<file path="src/rtl/vpu_alu_si_reduce_max_pkg.sv">
// vpu_alu_si_reduce_max_pkg: shared types and constants for the signed max/min reduction
package vpu_alu_si_reduce_max_pkg;
  localparam int OPERAND_WIDTH = 32;
  typedef enum logic [1:0] {RED_IDLE, RED_ACCUM, RED_OUTPUT} red_state_t;
  typedef enum logic {RED_MAX, RED_MIN} red_op_t;
  localparam logic [OPERAND_WIDTH-1:0] SI_MIN_VAL = {1'b1, {(OPERAND_WIDTH-1){1'b0}}};
  localparam logic [OPERAND_WIDTH-1:0] SI_MAX_VAL = {1'b0, {(OPERAND_WIDTH-1){1'b1}}};
endpackage

</file>
<file path="src/rtl/vpu_si_cmp_sel.sv">
// vpu_si_cmp_sel: signed max/min select, ties keep a
module vpu_si_cmp_sel #(
  parameter int WIDTH = 32
) (
  input  logic [WIDTH-1:0] a,
  input  logic [WIDTH-1:0] b,
  input  logic             op_min,
  output logic [WIDTH-1:0] sel
);
  always_comb sel = op_min ? (($signed(b) < $signed(a)) ? b : a) : (($signed(b) > $signed(a)) ? b : a);
endmodule

</file>
<file path="src/rtl/vpu_alu_si_reduce_max.sv">
// vpu_alu_si_reduce_max: folds a stream of signed lane results into one max/min scalar
module vpu_alu_si_reduce_max #(
  parameter int OPERAND_WIDTH = vpu_alu_si_reduce_max_pkg::OPERAND_WIDTH,
  parameter int LEN_WIDTH     = 8
) (
  input  logic                     clk,
  input  logic                     rst_n,
  input  logic                     start_i,
  input  logic [LEN_WIDTH-1:0]     len_i,
  input  logic                     op_min_i,
  input  logic                     in_valid_i,
  input  logic [OPERAND_WIDTH-1:0] in_data_i,
  output logic                     in_ready_o,
  output logic                     out_valid_o,
  output logic [OPERAND_WIDTH-1:0] out_data_o,
  input  logic                     out_ready_i,
  output logic                     busy_o
);
  import vpu_alu_si_reduce_max_pkg::*;
  localparam logic [OPERAND_WIDTH-1:0] min_val = {1'b1, {(OPERAND_WIDTH-1){1'b0}}};
  localparam logic [OPERAND_WIDTH-1:0] max_val = {1'b0, {(OPERAND_WIDTH-1){1'b1}}};
  red_state_t state, state_next;
  red_op_t op;
  logic [LEN_WIDTH-1:0] len, cnt;
  logic [OPERAND_WIDTH-1:0] acc, sel;
  logic start_ok, accept, last;
  assign start_ok = start_i && state == RED_IDLE;
  assign accept = in_valid_i && state == RED_ACCUM;
  assign last = accept && cnt == len - 1'b1;
  vpu_si_cmp_sel #(.WIDTH(OPERAND_WIDTH)) u_sel (
    .a(acc),
    .b(in_data_i),
    .op_min(op == RED_MIN),
    .sel(sel)
  );
  always_ff @(posedge clk) begin
    if (!rst_n) begin
      state <= RED_IDLE;
      op <= RED_MAX;
      len <= '0;
      cnt <= '0;
      acc <= '0;
    end else begin
      state <= state_next;
      if (start_ok) begin
        op <= red_op_t'(op_min_i);
        len <= len_i;
        cnt <= '0;
        acc <= op_min_i ? max_val : min_val;
      end else if (accept) begin
        cnt <= cnt + 1'b1;
        acc <= sel;
      end
    end
  end
  always_comb begin
    state_next = state;
    if (state == RED_IDLE) state_next = start_i ? (len_i == '0 ? RED_OUTPUT : RED_ACCUM) : RED_IDLE;
    else if (state == RED_ACCUM) state_next = last ? RED_OUTPUT : RED_ACCUM;
    else state_next = out_ready_i ? RED_IDLE : RED_OUTPUT;
  end
  always_comb begin
    in_ready_o = state == RED_ACCUM;
    out_valid_o = state == RED_OUTPUT;
    out_data_o = (state == RED_OUTPUT) ? acc : '0;
    busy_o = state != RED_IDLE;
  end
endmodule

</file>
<file path="config.mk">
export PLATFORM = sky130hd
export DESIGN_NAME = vpu_alu_si_reduce_max
export DESIGN_NICKNAME = d
export VERILOG_FILES = /design/src/rtl/vpu_alu_si_reduce_max_pkg.sv /design/src/rtl/vpu_si_cmp_sel.sv /design/src/rtl/vpu_alu_si_reduce_max.sv
export SDC_FILE = /design/constraint.sdc
export NUM_CORES = 1
export LEC_CHECK = 0
export CAP_MARGIN = 0
export CORE_ASPECT_RATIO = 1.5
export CORE_MARGIN = 5
export CORE_UTILIZATION = 35
export DETAILED_ROUTE_END_ITERATION = 12
export GPL_TIMING_DRIVEN = 0
export PLACE_DENSITY = 0.68
export SLEW_MARGIN = 10
export SYNTH_ARGS = -nofsm -noshare
export SYNTH_HDL_FRONTEND = slang
export SYNTH_SLANG_ARGS = --single-unit
</file>
<file path="constraint.sdc">
create_clock -name clk -period 6.8 [get_ports clk]
set_input_delay 0.68 -clock clk [delete_from_list [all_inputs] [get_ports clk]]
set_output_delay 0.68 -clock clk [all_outputs]
set_load 0.005 [all_outputs]
</file>
; Yosys cells after proc, flatten, opt, wreduce, memory -nomap -nowiden
; Index checks and enable logic that the tools add are counted.
[word_totals]
regBits = 51
output_inout_bits = 35
elab_cells = 37
in_bits = 46
[op_classes]
n_reduce_logical = 10
muxes = 13
order_cmp = 2
n_eq_ne = 4
addsub = 2
bitwise = 1
[ops]
columns = op, n
row1 = $mux W32, 7
row2 = $gt A32 B32 Y1, 1
row3 = $lt A32 B32 Y1, 1
row4 = $mux W2, 6
row5 = $add A8 B1 Y8 const B, 1
row6 = $eq A8 B8 Y1, 1
row7 = $logic_not A8 Y1, 1
row8 = $sub A8 B1 Y8 const B, 1
row9 = $reduce_bool A2 Y1, 2
row10 = $logic_and A1 B1 Y1, 3
row11 = $ne A3 B1 Y1 const B, 1
row12 = $reduce_and A3 Y1, 1
row13 = $reduce_bool A3 Y1, 1
row14 = $eq A2 B1 Y1 const B, 1
row15 = $eq A2 B2 Y1 const B, 1
row16 = $logic_not A2 Y1, 1
row17 = $reduce_or A2 Y1, 1
row18 = $not A1 Y1, 1

; Longest topological paths before layout
[logic_depth]
depth_word = 6
mapped_depth = 11
ltp_nobuf = 9

; Hierarchy
; A second synthesis with hierarchy kept.
[hier_totals]
cells_unflattened = 835
hier_area_um2 = 5957.0
[by_module_without_submodules]
columns = mod, area_each_um2, n_inst, seq_area_each_um2, cells_each
row1 = vpu_si_cmp_sel, 3527.1, 1, 0.0, 526
row2 = vpu_alu_si_reduce_max, 2429.8, 1, 1021.0, 309

; Least setup slack after synthesis
; Ideal clock, no wire load.
[synth_path]
kind = input to register
from = input port in_data_i[17]
to = register acc[0]
t_arrival_ns = 2.725
slack_ns = 3.989
path_buffers = 2
required_time_ns = 6.714
setup_time_ns = 0.086
path_stages = 10
path_cell_list = ha_1 > a21oi_2 > o21ai_1 > a221o_1 > a2111oi_4 > a2bb2oi_2 > or2_1 > buf_6 > buf_6 > a211oi_1
[synth_between]
elab_chain_len = 3
word_cells_on_any_way = 5
cone_classes = order compare: 2 / eq/ne: 1 / reduce/logical: 2
[synth_rtl]
columns = item, line
row1 = from (decl), vpu_alu_si_reduce_max.sv:12  ; input logic [OPERAND_WIDTH-1:0] in_data_i,
row2 = $lt A32 B32 Y1 or $gt A32 B32 Y1 (tied branches), vpu_si_cmp_sel.sv:10  ; always_comb sel = op_min ? (($signed(b) < $signed(a)) ? b : a) : (($signed(b) > $signed(a)) ? b : a);
row3 = $ne A3 B1 Y1 (no source line) or $reduce_bool A3 Y1 (tied branches), --
row4 = $reduce_and A3 Y1 (no source line) (*), --
row5 = to (signal assigned), vpu_alu_si_reduce_max.sv:49  ; acc <= op_min_i ? max_val : min_val;
row6 = to (signal assigned), vpu_alu_si_reduce_max.sv:52  ; acc <= sel;
row7 = to (decl), vpu_alu_si_reduce_max.sv:25  ; logic [OPERAND_WIDTH-1:0] acc, sel;
; Every way passes the cells marked *; elsewhere a longest branch is shown, timed or not.
; A chain may end at the register's enable or synchronous reset.

; Worst setup path in the final report
[layout_path]
from = input port in_data_i[31]
to = register acc[28]
; Same word-level chain as after synthesis.

==> impl_metrics.ini <==
[cts]
clkSinkCount = 51
clockBufferDepth = 2
ctsResizeCount = 0
path_clk_slew_ps = 70
cts_hold_buf = 0
cts_root_buf = clkbuf_16
h-tree-depth = 2
cts_tree = yes
cts_setup_buffers = 0
clkLatencyLatePin_ps = 290
cts_buffers = 5

[placed_design]
gp_congestion = 0.883
post_dp_cell_area_mm2 = 0.00433
dp_hpwl_um = 7920
numPortBuffers = 80
pre_cts_ws_ps = 2940
placed_cells = 607

[floorplan]
start_util_pct = 35.3
core_mm2 = 0.00958
num_io_pins = 81
core.rowCount = 44
dieArea_mm2 = 0.0118
die_x_um = 90.3
die_h_um = 130

[synth]
ys_types = 46
synth_nets = 492
yosysSeqAreaShare_pct = 30.2
ys.warnings.count = 0
syn_avg_cell_area_um2 = 8.22
synth-seq-cells = 51
ys.flop_type = dfxtp_1
synth_cells = 412
synth-edff-count = 0
ys_async_sr_fraction_pct = 0
synthesis.area_mm2 = 0.00339

[route]
num_vias = 3418
drc = 0
dr.pass1.iters = 4
routed_via_density = 5.57
drtIter0Drc = 127
top_layer = met4
met1_length_um = 4160
ant_nets = 0
met3_length_um = 398
post_drt_wl_per_cell_um = 16.4
wl_met2_um = 5360
detail_route.wirelength_um = 10100

[layout]
antenna_cells = 0
final_area_mm2 = 0.00447
final_layout_size_suffix_gt1_share_pct = 4.01
nNetsFinal = 579
syn_to_final_growth_pct = 32.2
layout_common_cells = 80 x clkdlybuf4s50_1, 51 x dfxtp_1, 38 x inv_1
final_cells = 614
final_common_cell = clkdlybuf4s50_1

[flow_run]
cap_violations = 0

[setup_path]
end_kind = flop
critical_path_required_ps = 7000
crit_arrival_ps = 3800
path_max_fanout = 10
worstSetupPathType = input pin to flop
crit_path_start_kind = input pin
crit_path_start = in_data_i[31]
timing.rr.start = acc[31]$_SDFFE_PN0P_

[sta]
finalSetupTns_ps = 0
finalCritPeriodShare_pct = 53.0
setup_slack_ps = 3200
max_slew.worst_pin.slew_ps = 652
fin_crit_ps = 3600
slew_viol_final = 0
rsz0062_at_grt = false
finClkSkew_ps = 4.48
fmax_mhz = 277
relSlewSlack_pct = 56.2
hold_viol = 0
setup_viol = 0

[power_and_ir_drop]
p_leak_uw = 0.00160
power.density_mw_per_mm2 = 269
power_uw = 1200
peakVddDrop_uv = 141

[global_routing]
grt_usage_pct = 17.0
grt_max_degree = 15
grt_pass1_vias = 3404
antenna_found_initial = 0
grt_pass1_wl_um = 16400
overflow = 0

[worst_hold_path]
hold_path_class = flop to flop
hold_start = acc[31]$_SDFFE_PN0P_

[status]
status = finished, final reports clean
-- kinds of logic after synthesis --
family	Yosys count	share of synthesized area, %
buffers and inverters	72	8.94
AO/OA/AOI/OAI	111	25.4
flip-flops	51	30.2
XOR/XNOR	19	4.92
adder cells (fa/ha/maj)	34	12.6
AND/OR/NAND/NOR	124	17.7
multiplexers	1	0.296
-- cells in the mapped netlist (all sizes together) (2+ instances only) --
cell	n	area share, %
dfxtp	51	30
and3	2	0.37
xor2	7	1.8
a211oi	32	7.1
or2	2	0.37
nor3	36	5.3
nor4	7	1.3
buf	6	1.6
and2	2	0.37
ha	34	13
a21oi	24	3.8
nand3	7	1.0
nor2	19	2.1
xnor2	12	3.1
clkinv	2	0.22
a21o	5	1.1
o21ai	3	0.44
inv	38	4.2
nor2b	3	0.55
a221o	3	0.89
nand2	33	3.7
a2111oi	33	9.1
clkbuf	26	2.9
nand4	8	1.5
-- final timing paths --
check                         end  slack (ps)  cells past startpoint
max          acc[28]$_SDFFE_PN0P_        3200                     10
max reg2reg  acc[28]$_SDFFE_PN0P_        3700                     10
min          acc[31]$_SDFFE_PN0P_         460                      2
min reg2reg  acc[31]$_SDFFE_PN0P_         460                      2
-- stage by stage --
stage	util (%)	hold WS [ps]
final	46.7	465
after global routing	46.7	502
after CTS	46.7	468
after detailed placement	45.2	459
after global placement	45.2	447
after floorplan	-	438
-- worst max-delay path, cell delays in order --
cell	delay, ps
clkdlybuf4s50_1	470
ha_1	390
nand4_1	170
nor4_1	630
a311oi_1	220
nor3_1	180
o211a_1	230
clkbuf_1	430
a2111oi_0	130
a211oi_1	260
-- where the power goes --
part	leakage [µW]	total (µW)	internal, µW	switching (µW)
Combinational	0.00111	551	229	321
Sequential	0.000421	398	375	22.9
Clock	0.0000727	256	144	112
-- layout make-up --
class                      instances  area, µm²
fill                             984       5100
clock inverter                     1       5.00
multi-input combinational        289       2060
inverter                          40        150
buffer                            32        153
tap                              115        144
clock buffer                       6        139
sequential                        51       1020
timing repair buffer              80        801
-- layer usage --
| metal | vias up | GRT usage [%] |
|---|---|---|
| met5 | - | 0 |
| met4 | 0 | 5.17 |
| met3 | 9 | 3.38 |
| met2 | 77 | 32.2 |
| met1 | 1632 | 19.0 |
| li1 | 1700 | - |
-- flip-flops by register name (all words and copies together), names as in the netlist --
name and cells:
state 2, cnt 8, op 1, acc 32, len 8
Power figures use the tool's default switching activity.
